--- config.mk ---
export PLATFORM = sky130hd
export DESIGN_NAME = uart_fifo_tx_flat
export DESIGN_NICKNAME = d
export VERILOG_FILES = /design/src/rtl/uart_fifo_tx_if.sv /design/src/rtl/uart_fifo_tx.sv /design/src/flat_wrapper.sv
export SDC_FILE = /design/constraint.sdc
export NUM_CORES = 1
export LEC_CHECK = 0
export ABC_AREA = 0
export CAP_MARGIN = 20
export CORE_MARGIN = 10
export CORE_UTILIZATION = 42
export DETAILED_ROUTE_END_ITERATION = 10
export DONT_BUFFER_PORTS = 1
export PLACE_DENSITY = 0.52
export REMOVE_ABC_BUFFERS = 1
export SLEW_MARGIN = 20
export SYNTH_ARGS = -nofsm -noshare
export SYNTH_HDL_FRONTEND = slang
export SYNTH_SLANG_ARGS = --single-unit
--- constraint.sdc ---
create_clock -name CLK -period 4.4 [get_ports CLK]
set_input_delay 0.88 -clock CLK [delete_from_list [all_inputs] [get_ports CLK]]
set_output_delay 0.88 -clock CLK [all_outputs]
set_load 0.05 [all_outputs]
--- src/rtl/uart_fifo_tx_if.sv ---
// Byte-push and status bundle of the buffered UART transmitter.
// The producer side uses the master modport and the transmitter uses the slave modport.
interface uart_fifo_tx_if #(
  parameter int FIFO_AW = 4
);
  logic               Wr_En;
  logic [7:0]         Wr_Data;
  logic               Full;
  logic               Empty;
  logic [FIFO_AW:0]   Level;
  logic               Overflow;
  logic               Rs232_Tx;
  logic               Tx_Busy;
  logic               Tx_Done;

  modport master (
    output Wr_En, Wr_Data,
    input  Full, Empty, Level, Overflow, Rs232_Tx, Tx_Busy, Tx_Done
  );

  modport slave (
    input  Wr_En, Wr_Data,
    output Full, Empty, Level, Overflow, Rs232_Tx, Tx_Busy, Tx_Done
  );
endinterface

--- src/rtl/uart_fifo_tx.sv ---
// Buffered UART transmitter: a 2^FIFO_AW byte FIFO drained by an 8-bit serializer
// with a programmable baud divisor, optional parity and one or two stop bits.
// Every output, including the serial line, comes straight from a flop.
module uart_fifo_tx #(
  parameter int BAUD_DIV   = 434,
  parameter int FIFO_AW    = 4,
  parameter int PARITY_EN  = 0,
  parameter int PARITY_ODD = 0,
  parameter int STOP_BITS  = 1
) (
  input  logic             CLK,
  input  logic             RST,
  uart_fifo_tx_if.slave    bus
);

  localparam int                 DEPTH     = 1 << FIFO_AW;
  localparam int                 BW        = $clog2(BAUD_DIV);
  localparam logic [BW-1:0]      BAUD_LAST = BW'(BAUD_DIV - 1);
  localparam logic [FIFO_AW:0]   DEPTH_L   = (FIFO_AW + 1)'(DEPTH);
  localparam logic [FIFO_AW:0]   LEVEL_0   = {(FIFO_AW + 1){1'b0}};
  localparam logic [2:0]         STOP_LAST = 3'(STOP_BITS - 1);
  localparam logic               PE_BIT    = 1'(PARITY_EN);
  localparam logic               ODD_BIT   = 1'(PARITY_ODD);

  typedef enum logic [2:0] {
    S_IDLE   = 3'd0,
    S_START  = 3'd1,
    S_DATA   = 3'd2,
    S_PARITY = 3'd3,
    S_STOP   = 3'd4
  } state_t;

  // Parity of a byte, inverted for odd parity so the frame's total ones count matches the mode.
  function automatic logic parity_bit(input logic [7:0] data);
    parity_bit = (^data) ^ ODD_BIT;
  endfunction

  logic [7:0]         mem [DEPTH];

  state_t             state_q,  state_d;
  logic [BW-1:0]      baud_q,   baud_d;
  logic [2:0]         bit_q,    bit_d;
  logic [7:0]         shift_q,  shift_d;
  logic               par_q,    par_d;
  logic               tx_q,     tx_d;
  logic               busy_q,   busy_d;
  logic               done_q,   done_d;
  logic [FIFO_AW-1:0] wr_ptr_q, wr_ptr_d;
  logic [FIFO_AW-1:0] rd_ptr_q, rd_ptr_d;
  logic [FIFO_AW:0]   count_q,  count_d;
  logic               full_q,   full_d;
  logic               empty_q,  empty_d;
  logic               ovf_q,    ovf_d;

  logic               push_s;
  logic               pop_s;
  logic               bit_end_s;
  logic [7:0]         rd_data_s;

  assign rd_data_s = mem[rd_ptr_q];

  // Next-state logic for the FIFO bookkeeping and the frame serializer.
  always_comb begin
    state_d   = state_q;
    baud_d    = baud_q;
    bit_d     = bit_q;
    shift_d   = shift_q;
    par_d     = par_q;
    tx_d      = tx_q;
    busy_d    = busy_q;
    done_d    = 1'b0;
    wr_ptr_d  = wr_ptr_q;
    rd_ptr_d  = rd_ptr_q;
    count_d   = count_q;

    // Full is judged before this cycle's pop, so a push into a full FIFO is lost even if a pop happens.
    push_s    = bus.Wr_En & ~full_q;
    pop_s     = (state_q == S_IDLE) & ~empty_q;
    bit_end_s = (baud_q == BAUD_LAST);

    if (push_s) begin
      wr_ptr_d = wr_ptr_q + 1'b1;
    end else begin
      wr_ptr_d = wr_ptr_q;
    end

    if (pop_s) begin
      rd_ptr_d = rd_ptr_q + 1'b1;
    end else begin
      rd_ptr_d = rd_ptr_q;
    end

    case ({push_s, pop_s})
      2'b10:   count_d = count_q + 1'b1;
      2'b01:   count_d = count_q - 1'b1;
      default: count_d = count_q;
    endcase

    full_d  = (count_d == DEPTH_L);
    empty_d = (count_d == LEVEL_0);
    ovf_d   = ovf_q | (bus.Wr_En & full_q);

    case (state_q)
      S_IDLE: begin
        baud_d = {BW{1'b0}};
        bit_d  = 3'd0;
        if (pop_s) begin
          shift_d = rd_data_s;
          par_d   = parity_bit(rd_data_s);
          state_d = S_START;
          tx_d    = 1'b0;
          busy_d  = 1'b1;
        end else begin
          tx_d    = 1'b1;
          busy_d  = 1'b0;
        end
      end

      S_START: begin
        if (bit_end_s) begin
          baud_d  = {BW{1'b0}};
          state_d = S_DATA;
          tx_d    = shift_q[0];
        end else begin
          baud_d  = baud_q + 1'b1;
        end
      end

      S_DATA: begin
        if (bit_end_s) begin
          baud_d = {BW{1'b0}};
          if (bit_q == 3'd7) begin
            bit_d = 3'd0;
            if (PE_BIT) begin
              state_d = S_PARITY;
              tx_d    = par_q;
            end else begin
              state_d = S_STOP;
              tx_d    = 1'b1;
            end
          end else begin
            // The line always shows shift_q[0]; shifting exposes the next data bit.
            bit_d   = bit_q + 1'b1;
            shift_d = {1'b0, shift_q[7:1]};
            tx_d    = shift_q[1];
          end
        end else begin
          baud_d = baud_q + 1'b1;
        end
      end

      S_PARITY: begin
        if (bit_end_s) begin
          baud_d  = {BW{1'b0}};
          state_d = S_STOP;
          tx_d    = 1'b1;
        end else begin
          baud_d  = baud_q + 1'b1;
        end
      end

      S_STOP: begin
        if (bit_end_s) begin
          baud_d = {BW{1'b0}};
          // bit_q counts completed stop-bit times here.
          if (bit_q == STOP_LAST) begin
            bit_d   = 3'd0;
            state_d = S_IDLE;
            tx_d    = 1'b1;
            busy_d  = 1'b0;
            done_d  = 1'b1;
          end else begin
            bit_d   = bit_q + 1'b1;
          end
        end else begin
          baud_d = baud_q + 1'b1;
        end
      end

      default: begin
        state_d = S_IDLE;
        baud_d  = {BW{1'b0}};
        bit_d   = 3'd0;
        tx_d    = 1'b1;
        busy_d  = 1'b0;
      end
    endcase
  end

  // State and output registers; reset drives the line high at once and flushes the FIFO.
  always_ff @(posedge CLK or posedge RST) begin
    if (RST) begin
      state_q  <= S_IDLE;
      baud_q   <= {BW{1'b0}};
      bit_q    <= 3'd0;
      shift_q  <= 8'h00;
      par_q    <= 1'b0;
      tx_q     <= 1'b1;
      busy_q   <= 1'b0;
      done_q   <= 1'b0;
      wr_ptr_q <= {FIFO_AW{1'b0}};
      rd_ptr_q <= {FIFO_AW{1'b0}};
      count_q  <= LEVEL_0;
      full_q   <= 1'b0;
      empty_q  <= 1'b1;
      ovf_q    <= 1'b0;
    end else begin
      state_q  <= state_d;
      baud_q   <= baud_d;
      bit_q    <= bit_d;
      shift_q  <= shift_d;
      par_q    <= par_d;
      tx_q     <= tx_d;
      busy_q   <= busy_d;
      done_q   <= done_d;
      wr_ptr_q <= wr_ptr_d;
      rd_ptr_q <= rd_ptr_d;
      count_q  <= count_d;
      full_q   <= full_d;
      empty_q  <= empty_d;
      ovf_q    <= ovf_d;
    end
  end

  // FIFO storage; contents need no reset because the pointers define validity.
  always_ff @(posedge CLK) begin
    if (push_s) begin
      mem[wr_ptr_q] <= bus.Wr_Data;
    end
  end

  assign bus.Full     = full_q;
  assign bus.Empty    = empty_q;
  assign bus.Level    = count_q;
  assign bus.Overflow = ovf_q;
  assign bus.Rs232_Tx = tx_q;
  assign bus.Tx_Busy  = busy_q;
  assign bus.Tx_Done  = done_q;

endmodule
--- src/flat_wrapper.sv ---
// flat-port wrapper written by rule: the top's interface ports become plain ports
module uart_fifo_tx_flat 
#(
  parameter int BAUD_DIV   = 434,
  parameter int FIFO_AW    = 4,
  parameter int PARITY_EN  = 0,
  parameter int PARITY_ODD = 0,
  parameter int STOP_BITS  = 1
)
  (CLK, RST, bus_Wr_En, bus_Wr_Data, bus_Full, bus_Empty, bus_Level, bus_Overflow, bus_Rs232_Tx, bus_Tx_Busy, bus_Tx_Done);
  uart_fifo_tx_if #(.FIFO_AW(FIFO_AW)) bus_i ();
  input  logic CLK;
  input  logic RST;
  input wire logic [$bits(bus_i.Wr_En)-1:0] bus_Wr_En;
  input wire logic [$bits(bus_i.Wr_Data)-1:0] bus_Wr_Data;
  output wire logic [$bits(bus_i.Full)-1:0] bus_Full;
  output wire logic [$bits(bus_i.Empty)-1:0] bus_Empty;
  output wire logic [$bits(bus_i.Level)-1:0] bus_Level;
  output wire logic [$bits(bus_i.Overflow)-1:0] bus_Overflow;
  output wire logic [$bits(bus_i.Rs232_Tx)-1:0] bus_Rs232_Tx;
  output wire logic [$bits(bus_i.Tx_Busy)-1:0] bus_Tx_Busy;
  output wire logic [$bits(bus_i.Tx_Done)-1:0] bus_Tx_Done;
  assign bus_i.Wr_En = bus_Wr_En;
  assign bus_i.Wr_Data = bus_Wr_Data;
  assign bus_Full = bus_i.Full;
  assign bus_Empty = bus_i.Empty;
  assign bus_Level = bus_i.Level;
  assign bus_Overflow = bus_i.Overflow;
  assign bus_Rs232_Tx = bus_i.Rs232_Tx;
  assign bus_Tx_Busy = bus_i.Tx_Busy;
  assign bus_Tx_Done = bus_i.Tx_Done;
  uart_fifo_tx #(.BAUD_DIV(BAUD_DIV), .FIFO_AW(FIFO_AW), .PARITY_EN(PARITY_EN), .PARITY_ODD(PARITY_ODD), .STOP_BITS(STOP_BITS)) u_core (.CLK(CLK), .RST(RST), .bus(bus_i));
endmodule
======== Word-level counts from Yosys, hierarchy flattened ========
Memory sizes are Yosys's and may differ from the RTL's.
Cells that the tools add are included.
word-level totals
  memories kept ........................... 1
  bits of input ports ..................... 11
  bits in writable memories ............... 128
  output and inout bits ................... 11
  word-level logic and storage cells ...... 94
  bits in registers ....................... 42
cells by class
  bitwise logic cells ..................... 8
  reduce and logical (&&, ||, !) cells .... 12
  add/subtract/negate cells ............... 6
  equality and inequality tests ........... 17
  muxes and demuxes ....................... 37
memories
  memory      depth  bits a word  rd ports  clocked after memory_dff  write ports  line                text
  u_core.mem  16     8            1         0                         1            uart_fifo_tx.sv:38  logic [7:0] mem [DEPTH];
operators by type and width
  cell                                                                     number
  3-bit 2-to-1 mux                                                         11
  8-bit 2-to-1 mux                                                         3
  9-bit 2-to-1 mux                                                         2
  8-bit one-hot mux with 2 select lines                                    1
  1-bit 2-to-1 mux                                                         15
  3-bit one-hot mux with 5 select lines                                    1
  2-bit by 1-bit inequality test with 1-bit output, second input constant  7
  5-bit one-hot mux with 2 select lines                                    1
  9-bit by 1-bit adder with 9-bit output, second input constant            1
  9-bit equality test, second input constant                               1
  3-bit one-hot mux with 3 select lines                                    1
  4-bit by 1-bit adder with 4-bit output, second input constant            2
  7-bit AND reduction                                                      1
  3-bit by 2-bit equality test with 1-bit output, second input constant    2
  3-bit equality test, second input constant                               2
  3-bit zero test                                                          2
  3-bit AND reduction                                                      2
  5-bit by 1-bit adder with 5-bit output, second input constant            1
  5-bit equality test, second input constant                               1
  5-bit zero test                                                          1
  1-bit one-hot mux with 5 select lines                                    1
  5-bit AND reduction                                                      1
  5-bit by 1-bit subtractor with 5-bit output, second input constant       1
  1-bit NOT                                                                4
  13 further kinds                                                         15

======== Depth between registers and ports, before layout ========
Gate-level depths: netlist of run 1.
  depth in word-level cells ............... 5
  mapped depth ............................ 13
  gate-level depth less buffers ........... 10

======== Worst setup path after synthesis of run 1 ========
OpenSTA, ideal clock, no wires.
  path kind ............................... register to register
  from .................................... register u_core.state_q[0]
  to ...................................... register u_core.full_q (netlist: u_core.bus.Full)
  stages on the path, launching flop included .. 14
  required time ........................... 4.313 ns
  data arrival time ....................... 2.912 ns
  setup slack ............................. 1.402 ns
  buffers on the path ..................... 3
  clock period less this slack ............ 2.998 ns
  library setup time ...................... 0.087 ns
  cells stage by stage .................... dfrtp_1 > buf_6 > or4_4 > buf_6 > clkinv_2 > buf_4 > nand2_2 > xnor2_1 > ha_1 > or3b_2 > o41ai_2 > a21oi_1 > or3_4 > a211oi_2
between the ends
  word-level cells in the longest chain between the ends .. 5
  elaborated cells on any way between the ends .. 6
  classes of those cells .................. eq/ne: 3; mux: 1; bitwise: 1; reduce/logical: 1
ends and longest elaborated chain
  what                                                                                          line                 text
  start: declaration                                                                            uart_fifo_tx.sv:40   state_t state_q, state_d;
  start signal: assignment                                                                      uart_fifo_tx.sv:208  state_q <= state_d;
  3-bit zero test (*)                                                                           uart_fifo_tx.sv:78   pop_s = (state_q == S_IDLE) & ~empty_q;
  1-bit bitwise AND (*)                                                                         uart_fifo_tx.sv:78
  2-bit by 1-bit equality test with 1-bit output / 2-bit equality test (equally long branches)  uart_fifo_tx.sv:93   case ({push_s, pop_s})
  5-bit one-hot mux with 2 select lines (*)                                                     uart_fifo_tx.sv:93
  5-bit equality test (*)                                                                       uart_fifo_tx.sv:99   full_d = (count_d == DEPTH_L);
  via u_core.full_d                                                                             uart_fifo_tx.sv:51   logic full_q, full_d;
  end signal: assignment                                                                        uart_fifo_tx.sv:219  full_q <= full_d;
  end: declaration                                                                              uart_fifo_tx.sv:51
Mark *: on every way through the listed nets, which the timed path passes. The rest lies on a longest branch.
A chain may end at the register's enable or synchronous reset.

======== Final worst setup path of run 1 ========
  from .................................... register u_core.state_q[2]
  to ...................................... register u_core.empty_q (netlist: u_core.bus.Empty)
between the ends
  word-level cells in the longest chain between the ends .. 5
  elaborated cells on any way between the ends .. 6
  classes of those cells .................. eq/ne: 2; mux: 1; bitwise: 1; reduce/logical: 2
ends and longest elaborated chain
  what                                                                                          line                 text
  3-bit zero test (*)                                                                           uart_fifo_tx.sv:78
  1-bit bitwise AND (*)                                                                         uart_fifo_tx.sv:78
  2-bit by 1-bit equality test with 1-bit output / 2-bit equality test (equally long branches)  uart_fifo_tx.sv:93
  5-bit one-hot mux with 2 select lines (*)                                                     uart_fifo_tx.sv:93
  5-bit zero test (*)                                                                           uart_fifo_tx.sv:100  empty_d = (count_d == LEVEL_0);
  via u_core.empty_d                                                                            uart_fifo_tx.sv:52   logic empty_q, empty_d;
  end signal: assignment                                                                        uart_fifo_tx.sv:220  empty_q <= empty_d;
  end: declaration                                                                              uart_fifo_tx.sv:52
Marks and branches as above.

==> key figures, run 1 <==
Logic synthesis
  • Post-synthesis sequential area ratio: 67.5%
  • Main synth FF type: edfxtp_1
  • Mean Syn Cell Area: 15.9 um^2
  • Main combinational cell family by area after synthesis: multiplexers
  • Synth cell types: 63
  • Post-Syn Area: 0.00725 mm^2
  • Mux contribution to synthesized area: 11.2%
  • Synth Area in Adders: 2.07%
  • Post-Synth XOR/XNOR Area: 1.93%
  • Simple-Gate Fraction of Synth Area: 8.13%
  • Synth Area in Compound Gates: 6.78%
  • Syn. warnings: 0
  • Asr flop ratio synth: 24.7%
  • FF+latch count, synth: 170
  • EDFF count, synth: 128
  • Cells after Synth: 455

Status
  • Status: completed

Detailed routing
  • Via count: 3801
  • DRC: 0
  • DR pass1 iterations: 4
  • Initial DRC count: 239
  • Routed Antenna Nets: 0
  • Routed WL per cell: 20.6 um
  • Routed WL: 14.1 mm
  • Via density: 5.53

Clocking
  • Post-CTS Setup Inserts: 0
  • CTS clk-pin slew, worst paths: 0.07 ns
  • Post_cts resized: 0
  • Root Buffer: clkbuf_16
  • Clock sinks: 170
  • CTS Buf Count: 17
  • Worst-skew pair later-pin latency: 0.43 ns
  • Hold buffers post-CTS: 0
  • Htree depth: 4
  • Bufs on Longest Clock Path: 2
  • CTS tree: yes

Layout
  • Diode count: 0
  • Share of cells above drive strength 1: 18.6%
  • FILL cells: 1446
  • Register area: 0.00490 mm^2
  • Multi-input gate area: 0.00218 mm^2
  • Layout Nets: 477
  • Synth-to-Final Area Change: 10.7%

Critical path
  • Largest stage delay on the critical path: 0.62 ns
  • Critical Path RT: 4.74 ns
  • Crit path max-delay cell type: or4_4
  • Worst EP arrival: 3.49 ns
  • Crit end category: flop
  • Worst setup SP type: flop
  • CP Max Fanout: 13
  • Crit-path cells: or4_4, clkinv_2, nand2_2, xnor2_1, ha_1, or3b_2, o41ai_2, a21oi_1, o21ai_0, nor4bb_2
  • Crit Path Class: reg2reg

Global route
  • Vias in the first global route: 3946
  • Largest net degree at the start of global routing: 43
  • First-pass GRT wire length: 23.0 mm
  • Antenna violations before repair: 0
  • Gr ovfl total: 0
  • Global Route Usage Sum: 13.4%

Placement
  • Routability Congestion: 0.832
  • HPWL after detailed placement: 9.14 mm
  • IO Port Bufs: 0

Timing
  • Worst Tran Pin Value: 0.950 ns
  • Max Fclk: 317 MHz
  • Clock Skews: 0.00836 ns
  • Final Cycle Share: 71.7%
  • Max-slew headroom: 36.4%
  • Tmin final: 3.15 ns
  • TNS Setup: 0 ns
  • Hold_ws: 0.464 ns
  • Final Max Slew Viols: 0
  • Count of final hold-check violations: 0
  • # setup viols final: 0
  • RSZ-0062 raised after global routing: false

Floorplan
  • Die width: 151 um
  • Initial Util: 43.3%
  • Placement row count: 47
  • Die H: 151 um
  • IO Pins: 22
  • Die Area: 0.0229 mm^2
  • Core box area: 0.0168 mm^2

Worst hold path
  • Hold Crit Class: in2async

Job
  • MaxCap Viol Count: 0

Pwr
  • Cell Pwr Density: 681 mW/mm^2
  • VDD IR max: 0.399 mV
  • Leak Pwr: 2.75 nW
==> worst max-delay path, delay by kind of cell (launching register included) <==
| family | cells | cell delay (ns) |
|---|---|---|
| adder cells (fa/ha/maj) | 1 | 0.27 |
| AND/OR/NAND/NOR | 4 | 1.46 |
| flip-flops | 1 | 0.52 |
| AO/OA/AOI/OAI | 3 | 0.48 |
| XOR/XNOR | 1 | 0.14 |
| buffers and inverters | 1 | 0.19 |
==> per-stage QoR <==
| step | util, % | std cells | setup slack (ns) | power, mW | cell area (um^2) |
|---|---|---|---|---|---|
| after floorplan | - | 431 | 1.16 | 3.60 | 7140 |
| after global placement | 44.5 | 655 | 1.29 | 4.04 | 7450 |
| after detailed placement | 44.5 | 655 | 1.22 | 4.07 | 7450 |
| after CTS | 47.9 | 687 | 1.25 | 5.52 | 8030 |
| after global routing | 47.9 | 687 | 1.01 | 5.81 | 8030 |
| final | 47.9 | 687 | 1.25 | 5.47 | 8030 |
==> state kept, by name (all words and copies together), names as in the netlist <==
| register | cells |
|---|---|
| u_core.bus.Tx_Done | 1 |
| u_core.wr_ptr_q | 4 |
| u_core.bus.Rs232_Tx | 1 |
| u_core.bus.Overflow | 1 |
| u_core.mem | 128 |
| u_core.bus.Full | 1 |
| u_core.rd_ptr_q | 4 |
| u_core.bus.Empty | 1 |
| u_core.state_q | 3 |
| u_core.bit_q | 3 |
| u_core.bus.Tx_Busy | 1 |
| u_core.baud_q | 9 |
| u_core.bus.Level | 5 |
| u_core.shift_q | 8 |
==> cells by family (layout without fill, tap and decap cells) <==
family,Yosys count,after routing
xor+xnor,16,16
compound gates,74,74
simple gates,106,106
flops,170,170
fa+ha+maj,12,12
mux,38,38
buf+inv,39,51
==> layer usage <==
layer | up-vias | wire length, um | GRT usage [%] | part of all wire [%]
li1 | 1753 | - | - | -
met1 | 1964 | 6460 | 17.6 | 46
met2 | 66 | 6990 | 21.0 | 49
met3 | 18 | 475 | 3.31 | 3.4
met4 | 0 | 205 | 5.15 | 1.4
met5 | - | 0 | 0 | 0
==> area by class of cell <==
cell class | count | share of cell area, %
clock buffer | 19 | 5.52
clock inverter | 13 | 1.62
inverter | 15 | 0.717
multi-input combinational | 246 | 27.2
sequential | 170 | 61.0
tap | 220 | 3.43
timing repair buffer | 4 | 0.530
==> cell usage in the layout, fill, tap and decap left out, types with 5 or more instances in the layout <==
| cell | instances |
|---|---|
| o21ai_0 | 8 |
| edfxtp_1 | 128 |
| inv_1 | 12 |
| nand2_1 | 17 |
| a22oi_1 | 13 |
| a21oi_1 | 29 |
| nand2b_1 | 5 |
| ha_1 | 12 |
| inv_6 | 5 |
| dfrtp_1 | 39 |
| nor2_1 | 26 |
| xnor2_1 | 13 |
| mux4_2 | 34 |
| clkbuf_16 | 17 |
| and2_1 | 19 |
| nor3_1 | 5 |
==> path summary, 6_finish.rpt <==
kind                                   start  slack (ns)  cells past startpoint                   to
setup / recovery           u_core.state_q[2]        1.25                     10     u_core.bus.Empty
hold / removal                           RST        0.46                      2  u_core.bus.Level[4]
setup reg to reg           u_core.state_q[2]        1.25                     10     u_core.bus.Empty
hold reg to reg             u_core.baud_q[0]        0.49                      1     u_core.baud_q[0]
max in group asynchronous                RST        3.53                      2   u_core.rd_ptr_q[0]
min in group CLK            u_core.baud_q[0]        0.49                      1     u_core.baud_q[0]
==> power breakdown <==
part	leakage, nW	switching (mW)	internal [mW]	total [mW]
sequential	1.68	0.366	2.01	2.37
clock	0.279	0.644	0.809	1.45
combinational	0.794	0.889	0.753	1.64
==> cell usage after synthesis, types with 2 or more instances <==
cell type / n / area [um^2]
and3_1: 2 / 12.5
a22oi_1: 13 / 97.6
buf_1: 4 / 15.0
xnor2_1: 13 / 114
a21oi_1: 29 / 145
nor3b_1: 3 / 22.5
or3_1: 4 / 25.0
nand2_1: 17 / 63.8
nand2b_1: 5 / 31.3
o21ai_0: 8 / 40.0
xor2_1: 3 / 26.3
o211ai_1: 3 / 22.5
nor3_1: 5 / 25.0
a21o_1: 2 / 15.0
or3b_2: 2 / 17.5
ha_1: 12 / 150
clkbuf_1: 12 / 45.0
dfstp_2: 2 / 52.6
mux2_1: 2 / 22.5
nand3_1: 4 / 20.0
nand4b_1: 2 / 17.5
nand4_1: 4 / 25.0
buf_6: 2 / 22.5
o32a_1: 2 / 20.0
mux4_2: 34 / 766
o22ai_1: 2 / 12.5
inv_1: 13 / 48.8
and2_1: 19 / 119
buf_2: 5 / 25.0
dfrtp_1: 40 / 1000
nor2b_1: 3 / 18.8
edfxtp_1: 128 / 3840
nor2_1: 26 / 97.6
Power figures use the tool's default switching activity.
==> run 2, diff against run 1 <==
- PLACE_DENSITY: 0.52 -> 0.55
- clock period: 4.4 -> 2.9 ns (I/O delays scaled with it)
==> run 2 against run 1 <==
Net effect:
- non-clock buffer count grew 11
- critical endpoint is now u_core.bus.Full
- sequential power grew 46%
- clock skew grew 0.0018 ns
- global-route usage shrank 0.69 points
- cell area grew 1.7%
- setup slack lost 1.1 ns
==> key figures, run 2 (synthesis results as in run 1) <==
Status
  • Status: completed (unchanged)

Layout
  • Final core utilization: 48.7% (was 47.9%)
  • Most common cell after layout, fill and taps aside: edfxtp_1 (unchanged)
  • Regs by FF count: u_core.mem: 128 flops, u_core.baud_q: 9 flops, u_core.shift_q: 8 flops (unchanged)
  • Design area: 0.00817 mm^2 (was 0.00803 mm^2)
  • Top reg by flops: u_core.mem (unchanged)
  • Commonest non-fill, non-tap cells in the layout: edfxtp_1, dfrtp_1, mux4_2, a21oi_1, nor2_1 (unchanged)
  • Diode count: 0 (unchanged)
  • Post-route insts no fill: 698 (was 687)
  • Share of cells above drive strength 1: 21.3% (was 18.6%)
  • Synth-to-Final Area Change: 12.6% (was 10.7%)
  • Layout Nets: 488 (was 477)
  • FILL cells: 1432 (was 1446)
  • Largest register FFs: 128 (unchanged)
  • Register area: 0.00490 mm^2 (unchanged)
  • Multi-input gate area: 0.00219 mm^2 (was 0.00218 mm^2)

Timing
  • TNS Setup: 0 ns (unchanged)
  • Final Cycle Share: 94.5% (was 71.7%)
  • Worst Tran Pin Value: 0.915 ns (was 0.950 ns)
  • Hold_ws: 0.227 ns (was 0.464 ns)
  • # setup viols final: 0 (unchanged)
  • Tmin final: 2.74 ns (was 3.15 ns)
  • Clock Skews: 0.0102 ns (was 0.00836 ns)
  • Max-slew headroom: 38.8% (was 36.4%)
  • RSZ-0062 raised after global routing: false (unchanged)
  • Max Fclk: 365 MHz (was 317 MHz)
  • Count of final hold-check violations: 0 (unchanged)
  • Final worst slack: 0.158 ns (was 1.25 ns)
  • Final Max Slew Viols: 0 (unchanged)

Critical path
  • Crit Path Class: reg2reg (unchanged)
  • CP Max Fanout: 9 (was 13)
  • Worst EP arrival: 3.08 ns (was 3.49 ns)
  • Crit end category: flop (unchanged)
  • Worst setup SP type: flop (unchanged)
  • Critical Path RT: 3.24 ns (was 4.74 ns)

Global route
  • Vias in the first global route: 3818 (was 3946)
  • Gr ovfl total: 0 (unchanged)
  • Global Route Usage Sum: 12.7% (was 13.4%)
  • Largest net degree at the start of global routing: 43 (unchanged)
  • Antenna violations before repair: 0 (unchanged)
  • First-pass GRT wire length: 21.8 mm (was 23.0 mm)

Placement
  • IO Port Bufs: 0 (unchanged)
  • HPWL after detailed placement: 8.96 mm (was 9.14 mm)
  • Routability Congestion: 0.784 (was 0.832)
  • Placed Instances: 666 (was 655)
  • DP Area: 0.00755 mm^2 (was 0.00745 mm^2)
  • Dpl ws: 0.0869 ns (was 1.22 ns)

Pwr
  • Combinational Power Share: 32.4% (was 30.0%)
  • VDD IR max: 0.535 mV (was 0.399 mV)
  • Clock power share: 27.1% (was 26.6%)
  • Leak Pwr: 2.83 nW (was 2.75 nW)
  • Tot Pwr: 8.52 mW (was 5.47 mW)
  • Power Internal: 5.61 mW (was 3.57 mW)
  • Sw Ratio: 34.2% (was 34.7%)
  • NetSw: 2.91 mW (was 1.90 mW)
  • Cell Pwr Density: 1040 mW/mm^2 (was 681 mW/mm^2)
  • Sequential power share: 40.5% (was 43.4%)

Floorplan
  • Initial Util: 43.3% (unchanged)
  • Placement row count: 47 (unchanged)
  • Core box area: 0.0168 mm^2 (unchanged)
  • IO Pins: 22 (unchanged)
  • Die Area: 0.0229 mm^2 (unchanged)
  • Die width: 151 um (unchanged)
  • Die H: 151 um (unchanged)

Clocking
  • Root Buffer: clkbuf_16 (unchanged)
  • Bufs on Longest Clock Path: 2 (unchanged)
  • Hold buffers post-CTS: 0 (unchanged)
  • Post-CTS Setup Inserts: 0 (unchanged)
  • CTS tree: yes (unchanged)
  • Worst-skew pair later-pin latency: 0.42 ns (was 0.43 ns)
  • CTS clk-pin slew, worst paths: 0.07 ns (about the same)
  • CTS Buf Count: 17 (unchanged)
  • Post_cts resized: 0 (unchanged)
  • Clock sinks: 170 (unchanged)
  • Htree depth: 4 (unchanged)

Job
  • MaxCap Viol Count: 0 (unchanged)

Detailed routing
  • DRC: 0 (unchanged)
  • Via count: 3780 (was 3801)
  • Routed WL per cell: 19.5 um (was 20.6 um)
  • Routed Antenna Nets: 0 (unchanged)
  • Routed WL: 13.6 mm (was 14.1 mm)
  • Via density: 5.42 (was 5.53)
  • Initial DRC count: 361 (was 239)
  • DR pass1 iterations: 4 (unchanged)

Worst hold path
  • Hold Crit Class: in2async (unchanged)
[run 2: area by class of cell]
type                            instances  area share [%]
Tap cell                              220            3.37
Clock inverter                         15            2.22
Timing Repair Buffer                   15            1.69
Clock buffer                           17            5.21
Multi-Input combinational cell        246            26.8
Inverter                               15           0.751
Sequential cell                       170            60.0
[run 2: routing by layer]
metal  track usage (%)  routed length [um]
met1              16.8                6020
met2              20.0                6840
met3              3.61                 620
met4              3.61                 114
met5                 0                   0
[run 2: worst paths after layout]
kind                                   start            endpoint  slack [ns]  depth (start not counted)
max                        u_core.state_q[0]     u_core.bus.Full        0.16                         10
min                                      RST  u_core.bus.Tx_Busy        0.23                          1
max reg2reg                u_core.state_q[0]     u_core.bus.Full        0.16                         10
min reg2reg                 u_core.baud_q[0]    u_core.baud_q[0]        0.49                          1
max in group asynchronous                RST  u_core.rd_ptr_q[0]        2.06                          1
min in group CLK              bus_Wr_Data[1]   u_core.mem[10][1]        0.25                          0
[run 2: worst max-delay path: stages, from the launching register on]
cell and delay, ns:
dfrtp_1 0.38, or4_4 0.57, inv_6 0.11, nand2_2 0.08, xnor2_1 0.13, ha_2 0.20
or3b_2 0.46, o41ai_2 0.07, a21oi_2 0.10, or3_4 0.35, a211oi_2 0.21
[run 2: power groups by stage]
stage	Sequential (mW)	Clock, mW	Combinational, mW
2_1_floorplan	3.70	0	1.75
3_3_place_gp	3.50	0	2.74
3_5_place_dp	3.51	0	2.76
4_1_cts	3.46	2.36	2.78
5_1_grt	3.51	2.47	3.03
6_report	3.46	2.31	2.76
